File: src/rtl/division_pkg.sv
// division_pkg -- shared types and constants for the sequential divider.
//   div_state_t : FSM states (IDLE, RUN, FINISH)
//   FLAG_*      : bit positions inside the 4-bit N/Z/C/V flag nibble
package division_pkg;

  typedef enum logic [1:0] {
    IDLE   = 2'd0,
    RUN    = 2'd1,
    FINISH = 2'd2
  } div_state_t;

  localparam int FLAG_N = 3;
  localparam int FLAG_Z = 2;
  localparam int FLAG_C = 1;
  localparam int FLAG_V = 0;

endpackage

File: src/rtl/division_step.sv
// division_step -- one combinational iteration of radix-2 restoring division.
//   i_rem : partial remainder (always < i_div on entry)
//   i_bit : next dividend bit shifted into the remainder
//   i_div : divisor magnitude
//   o_rem : updated partial remainder
//   o_q   : quotient bit produced by this iteration
module division_step #(
  parameter int N = 32
) (
  input  logic [N-1:0] i_rem,
  input  logic         i_bit,
  input  logic [N-1:0] i_div,
  output logic [N-1:0] o_rem,
  output logic         o_q
);

  logic [N:0]   w_shift;
  logic [N-1:0] w_diff;

  assign w_shift = {i_rem, i_bit};
  // Trial subtraction is decided on the full N+1-bit shifted value. When it
  // succeeds the true difference is below the divisor, so the low N bits of
  // the modular difference are exact.
  assign o_q    = (w_shift >= {1'b0, i_div});
  assign w_diff = w_shift[N-1:0] - i_div;
  assign o_rem  = o_q ? w_diff : w_shift[N-1:0];

endmodule

File: src/rtl/division_seq.sv
// division_seq -- multi-cycle N-bit integer divider, one quotient bit per clock.
// Optional macro: DIVISION_SIGNED_EN enables signed operation (signed_mode,
// sign correction and MIN / -1 overflow detection). Without it every
// operation is unsigned and signed_mode is ignored.
// Ports:
//   clk, rst          : clock, asynchronous active-high reset
//   start             : request a division (sampled only while idle)
//   signed_mode       : 1 = two's-complement operands
//   a, b              : dividend, divisor
//   busy              : division in flight, start ignored
//   done              : one-cycle pulse, results valid
//   quotient/remainder: results, held until the next done
//   banderas          : {N, Z, C, V} flags, held with the results
//   div_zero          : last completed operation had b = 0
module division_seq
  import division_pkg::*;
#(
  parameter int N = 32
) (
  input  logic         clk,
  input  logic         rst,
  input  logic         start,
  input  logic         signed_mode,
  input  logic [N-1:0] a,
  input  logic [N-1:0] b,
  output logic         busy,
  output logic         done,
  output logic [N-1:0] quotient,
  output logic [N-1:0] remainder,
  output logic [3:0]   banderas,
  output logic         div_zero
);

  localparam int CW = (N > 2) ? $clog2(N) : 1;
  localparam logic [CW-1:0] LAST = CW'(N - 1);
  localparam logic [N-1:0]  MIN  = {1'b1, {(N-1){1'b0}}};

`ifdef DIVISION_SIGNED_EN
  localparam logic SIGNED_EN = 1'b1;
`else
  localparam logic SIGNED_EN = 1'b0;
`endif

  function automatic logic [N-1:0] cond_neg(input logic [N-1:0] v, input logic neg);
    return neg ? (~v + N'(1)) : v;
  endfunction

  div_state_t r_state, w_state_nxt;
  logic [CW-1:0] r_cnt;
  logic          r_done;
  logic [N-1:0]  r_quot, r_rem_out;
  logic [3:0]    r_flags;
  logic          r_dz_out;

  logic [N-1:0]  r_a, r_dvd, r_dvs, r_rem;
  logic          r_neg_q, r_neg_r, r_sm, r_dz, r_ov;

  logic          w_sm, w_a_neg, w_b_neg, w_bzero, w_ovf, w_qbit;
  logic [N-1:0]  w_a_mag, w_b_mag, w_rem_nxt, w_q_fin, w_r_fin;
  logic [3:0]    w_flags;
  logic          w_accept;

  // Operand decode: magnitudes and special cases seen at the start edge.
  assign w_sm     = signed_mode & SIGNED_EN;
  assign w_a_neg  = w_sm & a[N-1];
  assign w_b_neg  = w_sm & b[N-1];
  assign w_a_mag  = cond_neg(a, w_a_neg);
  assign w_b_mag  = cond_neg(b, w_b_neg);
  assign w_bzero  = (b == '0);
`ifdef DIVISION_SIGNED_EN
  assign w_ovf    = w_sm & (a == MIN) & (b == '1) & ~w_bzero;
`else
  assign w_ovf    = 1'b0;
`endif
  assign w_accept = (r_state == IDLE) & start;

  division_step #(.N(N)) u_step (
    .i_rem (r_rem),
    .i_bit (r_dvd[N-1]),
    .i_div (r_dvs),
    .o_rem (w_rem_nxt),
    .o_q   (w_qbit)
  );

  always_comb begin
    w_state_nxt = r_state;
    case (r_state)
      IDLE:    if (start) w_state_nxt = (w_bzero | w_ovf) ? FINISH : RUN;
      RUN:     if (r_cnt == LAST) w_state_nxt = FINISH;
      FINISH:  w_state_nxt = IDLE;
      default: w_state_nxt = IDLE;
    endcase
  end

  always_ff @(posedge clk or posedge rst) begin
    if (rst) begin
      r_state <= IDLE;
      r_cnt   <= '0;
    end else begin
      r_state <= w_state_nxt;
      r_cnt   <= (r_state == RUN) ? r_cnt + CW'(1) : '0;
    end
  end

  // Iteration datapath: the dividend register shifts left and collects the
  // quotient bits from the bottom, so it holds the quotient magnitude at the end.
  always_ff @(posedge clk) begin
    if (w_accept) begin
      r_a     <= a;
      r_dvd   <= w_a_mag;
      r_dvs   <= w_b_mag;
      r_rem   <= '0;
      r_neg_q <= w_a_neg ^ w_b_neg;
      r_neg_r <= w_a_neg;
      r_sm    <= w_sm;
      r_dz    <= w_bzero;
      r_ov    <= w_ovf;
    end else if (r_state == RUN) begin
      r_rem   <= w_rem_nxt;
      r_dvd   <= {r_dvd[N-2:0], w_qbit};
    end
  end

  // Result selection and flags for the FINISH cycle.
  always_comb begin
    w_q_fin = cond_neg(r_dvd, r_neg_q);
    w_r_fin = cond_neg(r_rem, r_neg_r);
    if (r_dz) begin
      w_q_fin = '1;
      w_r_fin = r_a;
    end else if (r_ov) begin
      w_q_fin = MIN;
      w_r_fin = '0;
    end
    w_flags         = '0;
    w_flags[FLAG_N] = r_sm & w_q_fin[N-1];
    w_flags[FLAG_Z] = (w_q_fin == '0);
    w_flags[FLAG_C] = 1'b0;
    w_flags[FLAG_V] = r_dz | r_ov;
  end

  always_ff @(posedge clk or posedge rst) begin
    if (rst) begin
      r_done    <= 1'b0;
      r_quot    <= '0;
      r_rem_out <= '0;
      r_flags   <= '0;
      r_dz_out  <= 1'b0;
    end else begin
      r_done <= (r_state == FINISH);
      if (r_state == FINISH) begin
        r_quot    <= w_q_fin;
        r_rem_out <= w_r_fin;
        r_flags   <= w_flags;
        r_dz_out  <= r_dz;
      end
    end
  end

  assign busy      = (r_state != IDLE);
  assign done      = r_done;
  assign quotient  = r_quot;
  assign remainder = r_rem_out;
  assign banderas  = r_flags;
  assign div_zero  = r_dz_out;

endmodule

File: config.mk
export PLATFORM = sky130hd
export DESIGN_NAME = division_seq
export DESIGN_NICKNAME = d
export VERILOG_FILES = /design/src/rtl/division_pkg.sv /design/src/rtl/division_step.sv /design/src/rtl/division_seq.sv
export SDC_FILE = /design/constraint.sdc
export NUM_CORES = 1
export LEC_CHECK = 0
export CAP_MARGIN = 0
export CORE_MARGIN = 5
export CORE_UTILIZATION = 50
export CTS_CLUSTER_SIZE = 12
export DETAILED_ROUTE_END_ITERATION = 12
export DONT_BUFFER_PORTS = 1
export GPL_TIMING_DRIVEN = 1
export PLACE_DENSITY = 0.7
export SKIP_LAST_GASP = 1
export SLEW_MARGIN = 20
export SYNTH_ARGS = -nofsm -noshare
export SYNTH_HDL_FRONTEND = slang
export SYNTH_SLANG_ARGS = --single-unit
export TNS_END_PERCENT = 1
File: constraint.sdc
create_clock -name clk -period 8.8 [get_ports clk]
set_input_delay 0.88 -clock clk [delete_from_list [all_inputs] [get_ports clk]]
set_output_delay 0.88 -clock clk [all_outputs]
set_load 0.005 [all_outputs]
; ---- Word level (Yosys, flattened, before mapping)
; Index checks and enable logic that the tools add are counted.
[op_classes]
add_sub_neg = 2
magnitude_cmp = 1
n_eq_ne = 5
mux = 10
bitwise = 1
n_reduce_logical = 6
[ops]
columns = op, n
row1 = $mux W32, 5
row2 = $logic_not A32 Y1, 2
row3 = $ge A33 B32 Y1, 1
row4 = $sub A32 B32 Y32, 1
row5 = $mux W2, 3
row6 = $add A5 B1 Y5 const B, 1
row7 = $eq A5 B5 Y1 const B, 1
row8 = $mux W5, 1
row9 = $ne A2 B2 Y1 const B, 2
row10 = $pmux W2 S2, 1
row11 = $reduce_bool A2 Y1, 2
row12 = $eq A2 B1 Y1 const B, 1
row13 = $eq A2 B2 Y1 const B, 1
row14 = $logic_not A2 Y1, 1
row15 = $reduce_and A2 Y1, 1
row16 = $and A1 B1 Y1, 1
[word_totals]
ff_bits = 204
elab_cells = 37

; ---- Depth between registers and ports, before layout
; Gate-level depths: netlist (run 1).
[depth]
depth_word = 4
depth_mapped = 14
ltp_nobuf = 13

; ---- Modules after synthesis
; Synthesis (run 1) repeated with hierarchy kept, for this count alone.
[unflattened]
cells_unflattened = 935
hier_area_um2 = 10057.1
[by_module_without_submodules]
columns = module, instances, cells_per_inst, area_per_inst_um2
row1 = division_seq, 1, 612, 7726.2
row2 = division_step, 1, 323, 2331.0

; ---- Worst setup path after synthesis (run 1)
; OpenSTA, ideal clock, no wires.
[synth_timing]
path_kind = in2reg
from = input start
to = register r_a[0], enable pin
setup_time_ns = 0.455
arrival_ns = 3.148
required_ns = 8.345
path_slack_ns = 5.197
path_stages = 3
n_path_buf = 1
cell_sequence = nand2_1 clkinv_1 clkbuf_1
[synth_via]
elab_chain_cells = 1
[synth_rtl]
columns = element, line
row1 = "start, declared", division_seq.sv:22  ; input logic start,
row2 = $and A1 B1 Y1, division_seq.sv:75  ; assign w_accept = (r_state == IDLE) & start;
row3 = via w_accept, division_seq.sv:61  ; logic w_accept;
row4 = "end signal, assigned", division_seq.sv:109  ; r_a <= a;
row5 = "end, declared", division_seq.sv:55  ; logic [N-1:0] r_a, r_dvd, r_dvs, r_rem;
; The timed path passes the listed nets, and every way through them passes these cells.
; A chain may end at the register's enable or synchronous reset.

; ---- Worst setup path after layout (run 1)
[layout_timing]
from = register r_dvs[1]
to = register r_rem[22]
[layout_via]
elab_chain_cells = 2
[layout_rtl]
columns = element, line
row1 = "start, declared", division_seq.sv:55
row2 = "start signal, assigned", division_seq.sv:111  ; r_dvs <= w_b_mag;
row3 = $sub A32 B32 Y32 or $ge A33 B32 Y1 (tied branches), "division_step.sv:25, division_step.sv:24"
row4 = $mux W32 (*), division_step.sv:26  ; assign o_rem = o_q ? w_diff : w_shift[N-1:0];
row5 = "end signal, assigned", division_seq.sv:119  ; r_rem <= w_rem_nxt;
row6 = "end, declared", division_seq.sv:55
; Mark *: on every way between the ends. The rest lies on a longest branch, timed or not.

==> Implementation_results.wiki, run 1 <==
{| class="wikitable"
! Metric !! Value
|-
| Initial standard-cell utilization of the core || approximately half
|-
| Total via count in the routed design || between 6k and 7k
|-
| Clock sink count || roughly 200
|-
| Max-cap violation count || 0
|-
| Critical Path Start Type || flip-flop
|-
| Level count of the clock H-tree || 1
|-
| Bufs on Longest Clock Path || 3
|-
| Proportion of netlist area held by the largest area contributor || 29.9%
|-
| Most frequent cells after synthesis || nand2_1 (205), edfxtp_1 (97), o21ai_0 (75)
|-
| Std-Cell Core Area || between 0.015 and 0.02 mm^2
|-
| Total of fill cells in the finished design || around 1.7k
|-
| CTS root buf || clkbuf_16
|-
| Setup WS pre-CTS || 5.29 ns
|-
| Post-CTS Repair Setup Buffers || 0
|-
| Minimum clock period || roughly 3.6 ns
|-
| Total Die Area || 0.0223 mm^2
|-
| Synth Cell Area || a little under 0.01 mm^2
|-
| Area of placed instances || a little under 0.01 mm^2
|-
| DRC Markers || 0
|-
| Hold violation count in the final report || 0
|-
| Clock-pin slew on the worst setup and hold paths || 0.05 ns
|-
| Final setup margin || 5.24 ns
|-
| Vias per std cell || approximately 5.5
|-
| Endpoint type of the worst setup path || flip-flop
|-
| Fin nets || around 1.0k
|-
| Final hold slack || approximately 0.46 ns
|-
| Detailed-routing iteration count for the pre-antenna-repair pass || 5
|-
| CP arrival || approximately 4.0 ns
|-
| Post-CTS Hold Fix Bufs || 0
|-
| Remaining global-route overflow || 0
|-
| CTS tree || built
|-
| Unrepaired setup endpoints after global routing || false
|-
| Pwr Density || between 300 and 400 mW/mm^2
|-
| Area grow syn2layout || 8.93%
|-
| HPWL after detailed placement || ~16 mm
|-
| Max IR drop VDD || 0.188 mV
|-
| Routed wirelength normalized by instance count || around 18 um
|-
| Antenna violations before repair || 0
|-
| Number of antenna-violating nets in the routed design || 0
|-
| Overall die height || approximately 150 um
|-
| Number of distinct library cells after synthesis || just over 60
|-
| Clock Latency Late Sink || just under 0.5 ns
|-
| Number of top-level pins || roughly 140
|-
| Initial DRC count || approximately 450
|-
| Total power of the final layout || approximately 3.7 mW
|-
| Count of placed standard cells including taps || ~1.2k
|-
| Ranking of synthesized cells by area || edfxtp_1 (30%), dfrtp_1 (19%), nand2_1 (7.9%), dfxtp_1 (6.6%), mux2i_1 (5.0%)
|-
| Result of the run || complete, no violations
|-
| Number of flops mapped to enable cells by yosys || between 90 and 100
|-
| Critical setup path kind || reg -> reg
|-
| Peak Freq || 281 MHz
|-
| Number of clock buffers inserted by TritonCTS || 23
|-
| Worst-margin pin slew || around 1.1 ns
|-
| Sequential element share of the synthesized area || between 50% and 60%
|-
| Diodes inserted || 0
|-
| All-Layer GR Usage || between 20% and 30%
|-
| Final count of negative-setup-slack endpoints || 0
|-
| Top-count cell post-synth || nand2_1
|-
| Count of instances resized after the clock tree is built || 0
|-
| Final standard cell area without fillers || roughly 0.011 mm^2
|-
| Total negative setup slack || 0 ns
|-
| Synthesis warning total || 0
|-
| Vias in the first global route || between 6k and 7k
|-
| Floorplan die width || 149 um
|-
| Maximum net fanout on the critical path || 24
|-
| Flip-flop and latch count after synthesis || roughly 200
|-
| Share of flip-flops with an asynchronous set or reset after synthesis || 36.5%
|-
| Post-Syn Instances || 948
|-
| Worst slew slack as a fraction of its limit || 27.3%
|-
| Worst clock skew || between 0.01 and 0.015 ns
|-
| Maximum number of pins on one net before global-route repair || 98
|-
| Predominant post-synthesis flop cell || edfxtp_1
|-
| Last weighted congestion value of the routability-driven placer || between 0.8 and 0.9
|-
| Data required, critical path || roughly 9.2 ns
|-
| Overall routed net length || approximately 22 mm
|-
| Type of the tightest min-delay check || reg -> reg
|-
| Layout cells sized above 1 || under 10%
|-
| FP Rows || roughly 50
|-
| Mean instance size in the synthesized netlist || between 10 and 15 um^2
|-
| Wire length of the first global-routing pass || between 30 and 40 mm
|-
| Leakage dissipation || between 4 and 5 nW
|-
| Core occupancy in the finished layout || roughly 55%
|-
| Largest area contributor in the netlist || edfxtp_1
|-
| Port buffer count || 0
|-
| Final max-slew violation count || 0
|-
| Final standard cell count with taps included and fillers excluded || around 1.2k
|-
| Final clock period utilization by the worst path || roughly two fifths
|}
## metal layers
layer  GRT usage (%)  up-vias  share of wire (%)
li1                -     3290                  -
met1            27.3     3148                 43
met2            32.8      164                 47
met3            5.75       36                7.5
met4            4.85        0                2.2
met5               0        -                  0
## final cells by class
class	count	area, um^2	area share (%)
Tap cell	265	332	3.13
Inverter	49	185	1.75
Clock buffer	33	633	5.97
Sequential cell	203	5410	51.0
Timing Repair Buffer	8	63.8	0.602
Multi-Input combinational cell	648	3910	36.9
Clock inverter	8	67.6	0.638
## report_power, final
group / leakage, nW / internal (mW) / switching (mW)
Sequential: 2.03 / 1.30 / 0.269
Combinational: 2.23 / 0.530 / 0.701
Clock: 0.337 / 0.528 / 0.356
Total: 4.59 / 2.36 / 1.33
## cells by family after synthesis
group                    count (synthesis)  share of synthesized area [%]
flip-flops                             203                           55.6
adder cells (fa/ha/maj)                 35                           4.58
other                                    1                         0.0385
multiplexers                            49                           5.04
AND/OR/NAND/NOR                        330                           14.2
buffers and inverters                   98                           4.39
AO/OA/AOI/OAI                          204                           13.6
XOR/XNOR                                28                           2.52
## placed cells by master, fill, tap and decap left out, drive strengths merged, types with 15 or more instances in the layout
cell type	netlist	final
a21o	15	15
a21oi	36	36
clkbuf	35	33
dfrtp	74	74
dfxtp	32	32
edfxtp	97	97
ha	34	34
inv	48	48
mux2i	49	49
nand2	206	206
nand3	24	24
nor2	56	56
nor4	18	18
o21ai	101	101
xnor2	18	18
## final timing paths
kind	from	to	slack, ns	cells past startpoint
hold / removal	r_cnt[0]$_DFF_PP0_	r_cnt[0]$_DFF_PP0_	0.46	1
max in group asynchronous	rst	r_cnt[2]$_DFF_PP0_	7.60	2
setup / recovery	r_dvs[1]$_DFFE_PP_	r_rem[22]$_SDFFE_PP0P_	5.24	11
hold reg to reg	r_cnt[0]$_DFF_PP0_	r_cnt[0]$_DFF_PP0_	0.46	1
setup reg to reg	r_dvs[1]$_DFFE_PP_	r_rem[22]$_SDFFE_PP0P_	5.24	11
min in group asynchronous	rst	quotient[6]$_DFFE_PP0P_	0.56	2
## state kept, by name, summed over array words and instances, names as in the netlist, 5 cells and up
name       cells
r_dvd         32
remainder     32
r_rem         32
r_cnt          5
quotient      32
r_dvs         32
r_a           32
## critical path, stage by stage (launching register included)
cell,delay (ns)
edfxtp_1,0.39
inv_1,0.10
ha_1,0.30
nor2b_1,0.19
o2111ai_1,0.15
a311o_1,0.41
nand2_2,0.12
a21o_4,0.18
o21ai_4,0.09
o21ai_4,0.76
nand2_1,0.47
o211ai_1,0.30
(Power assumes the default switching activity.)
==> run 2: changes to the inputs <==
clock period = 3.7 ns   (was 8.8 ns; I/O delays follow)
==> Implementation_results.wiki, run 2 (same netlist as run 1, synthesis figures left out) <==
{| class="wikitable"
! Metric !! Value
|-
| Wire length of the first global-routing pass || 37.9 mm (was 35.9 mm)
|-
| Metal1 wirelength || 10.2 mm (was 9.63 mm)
|-
| Total via count in the routed design || 7029 (was 6638)
|-
| Critical setup path kind || reg -> reg (unchanged)
|-
| Fin nets || 1103 (was 1036)
|-
| Worst clock skew || 0.0112 ns (was 0.0144 ns)
|-
| Count of instances resized after the clock tree is built || 0 (unchanged)
|-
| Total Die Area || 0.0223 mm^2 (unchanged)
|-
| Final count of negative-setup-slack endpoints || 0 (unchanged)
|-
| Remaining global-route overflow || 0 (unchanged)
|-
| Max-cap violation count || 0 (unchanged)
|-
| Largest stage delay, worst path || 0.41 ns (was 0.76 ns)
|-
| Std-Cell Core Area || 0.0193 mm^2 (unchanged)
|-
| Series of cell instances along the critical path || inv_1, ha_1, inv_1, fa_1, a21oi_1, o21ai_1, a21oi_1, o41ai_4, a21oi_2, o21ai_1, a311oi_2, xor2_1, o21ai_1 (was inv_1, ha_1, nor2b_1, o2111ai_1, a311o_1, nand2_2, a21o_4, o21ai_4, o21ai_4, nand2_1, o211ai_1)
|-
| Post-CTS Repair Setup Buffers || 0 (unchanged)
|-
| Floorplan die width || 149 um (unchanged)
|-
| Met3 WL || 1.98 mm (was 1.70 mm)
|-
| Highest routed metal layer || met4 (unchanged)
|-
| DRC Markers || 0 (unchanged)
|-
| Vias in the first global route || 6966 (was 6620)
|-
| Layout cells sized above 1 || 5.91% (was 6.53%)
|-
| Port buffer count || 0 (unchanged)
|-
| Most common cell after layout, fill and taps aside || nand2_1 (unchanged)
|-
| Routed wirelength normalized by instance count || 18.6 um (was 18.5 um)
|-
| Result of the run || complete, no violations (unchanged)
|-
| Unrepaired setup endpoints after global routing || false (unchanged)
|-
| Worst-margin pin slew || 0.873 ns (was 1.09 ns)
|-
| Endpoint type of the worst setup path || flip-flop (unchanged)
|-
| Number of antenna-violating nets in the routed design || 0 (unchanged)
|-
| Overall die height || 149 um (unchanged)
|-
| Vias per std cell || 5.49 (was 5.47)
|-
| Level count of the clock H-tree || 1 (unchanged)
|-
| Total of fill cells in the finished design || 1650 (was 1693)
|-
| Leakage dissipation || 4.88 nW (was 4.59 nW)
|-
| Data required, critical path || 4.07 ns (was 9.20 ns)
|-
| Bufs on Longest Clock Path || 3 (unchanged)
|-
| Worst slew slack as a fraction of its limit || 41.8% (was 27.3%)
|-
| Clock Latency Late Sink || 0.50 ns (was 0.49 ns)
|-
| Minimum clock period || 3.12 ns (was 3.56 ns)
|-
| Clock sink count || 203 (unchanged)
|-
| Commonest cells after routing, fill and taps aside || nand2_1 (205), edfxtp_1 (97), o21ai_0 (75), dfrtp_1 (74), dlygate4sd3_1 (65) (was nand2_1 (205), edfxtp_1 (97), o21ai_0 (75), dfrtp_1 (74), nor2_1 (55))
|-
| Count of placed standard cells including taps || 1175 (was 1173)
|-
| Maximum net fanout on the critical path || 6 (was 24)
|-
| Total negative setup slack || 0 ns (unchanged)
|-
| Type of the tightest min-delay check || in -> reg (was reg -> reg)
|-
| Area grow syn2layout || 15.9% (was 8.93%)
|-
| Overall routed net length || 23.8 mm (was 22.5 mm)
|-
| Pwr Density || 786 mW/mm^2 (was 348 mW/mm^2)
|-
| Number of clock buffers inserted by TritonCTS || 22 (was 23)
|-
| Critical path's slowest cell || a21oi_1 (was o21ai_4)
|-
| Peak Freq || 320 MHz (was 281 MHz)
|-
| Critical Path Start Type || flip-flop (unchanged)
|-
| Initial standard-cell utilization of the core || 50.3% (unchanged)
|-
| FP Rows || 51 (unchanged)
|-
| Final max-slew violation count || 0 (unchanged)
|-
| Maximum number of pins on one net before global-route repair || 133 (was 98)
|-
| Diodes inserted || 0 (unchanged)
|-
| Number of top-level pins || 139 (unchanged)
|-
| All-Layer GR Usage || 21.2% (was 20.3%)
|-
| Final clock period utilization by the worst path || 84.4% (was 40.4%)
|-
| Initial DRC count || 373 (was 452)
|-
| Hold violation count in the final report || 0 (unchanged)
|-
| CP arrival || 3.50 ns (was 3.95 ns)
|-
| Max IR drop VDD || 0.492 mV (was 0.188 mV)
|-
| Antenna violations before repair || 0 (unchanged)
|-
| Most repeated library cell on the critical path || o21ai_1 (was o21ai_4)
|-
| CTS root buf || clkbuf_16 (unchanged)
|-
| Detailed-routing iteration count for the pre-antenna-repair pass || 5 (unchanged)
|-
| WL met2 || 11.2 mm (was 10.6 mm)
|-
| Clock-pin slew on the worst setup and hold paths || 0.06 ns (was 0.05 ns)
|-
| Core occupancy in the finished layout || 58.3% (was 54.8%)
|-
| Final standard cell count with taps included and fillers excluded || 1281 (was 1214)
|-
| CTS tree || built (unchanged)
|-
| Last weighted congestion value of the routability-driven placer || 0.896 (was 0.879)
|-
| HPWL after detailed placement || 16.4 mm (was 16.0 mm)
|}
run 2: cell count changes in the layout (fill, tap and decap cells not counted), sizes merged:
cell,delta
buf,+3
clkbuf,+2
clkinv,-1
clkinvlp,-2
dlygate4sd3,+65
run 2: power breakdown:
group | internal, mW | total [mW] | switching, mW | leakage, nW
logic | 1.32 | 3.03 | 1.71 | 2.53
registers | 3.09 | 3.74 | 0.653 | 2.03
clock network | 1.22 | 2.09 | 0.874 | 0.327
run 2: final timing paths:
path,from,cells past startpoint,end,slack [ns]
min in group asynchronous,rst,2,quotient[9]$_DFFE_PP0P_,0.47
worst max-delay path,r_dvd[31]$_DFFE_PP_,13,r_rem[24]$_SDFFE_PP0P_,0.58
worst min-delay path,a[7],2,r_dvd[7]$_DFFE_PP_,0.04
max in group asynchronous,rst,3,remainder[21]$_DFFE_PP0P_,2.23
worst min register to register,r_cnt[0]$_DFF_PP0_,1,r_cnt[0]$_DFF_PP0_,0.49
worst max register to register,r_dvd[31]$_DFFE_PP_,13,r_rem[24]$_SDFFE_PP0P_,0.58
run 2: layer usage:
| layer | up-vias | track usage (%) |
|---|---|---|
| li1 | 3417 | - |
| met1 | 3369 | 29.6 |
| met2 | 215 | 34.3 |
| met3 | 28 | 4.69 |
| met4 | 0 | 4.76 |
| met5 | - | 0 |
run 2: critical path: cells and delay by family, from the launching register on:
family	cells	cell delay, ns
adders and majority gates	2	0.56
xor gates and xnor gates	1	0.19
AOI/OAI and AO/OA	8	1.69
buffers and inverters	2	0.16
DFF	1	0.38
run 2: layout make-up:
| cell class | count | area, um^2 | share of cell area [%] |
|---|---|---|---|
| clock buffers | 35 | 619 | 5.49 |
| clock inverters | 5 | 62.6 | 0.555 |
| inverters | 49 | 185 | 1.64 |
| multi-input cells | 648 | 3910 | 34.6 |
| flip-flops and latches | 203 | 5410 | 47.9 |
| well taps | 265 | 332 | 2.94 |
| repair buffers | 76 | 766 | 6.79 |
run 2: stage by stage:
step	power, mW	hold slack, ns	area, um^2	setup slack [ns]
after global placement	6.63	0.417	9920	0.664
after global routing	9.50	0.0365	11300	0.376
after CTS	8.89	0.0303	11200	0.575
final	8.86	0.0415	11300	0.576
after floorplan	5.99	0.433	9730	0.427
after detailed placement	6.72	0.421	9920	0.621
run 2: what timing repair did:
action	CTS	global route
endpoints found under the hold margin	98	0
hold buffers	65	0
setup endpoints to repair	0	0
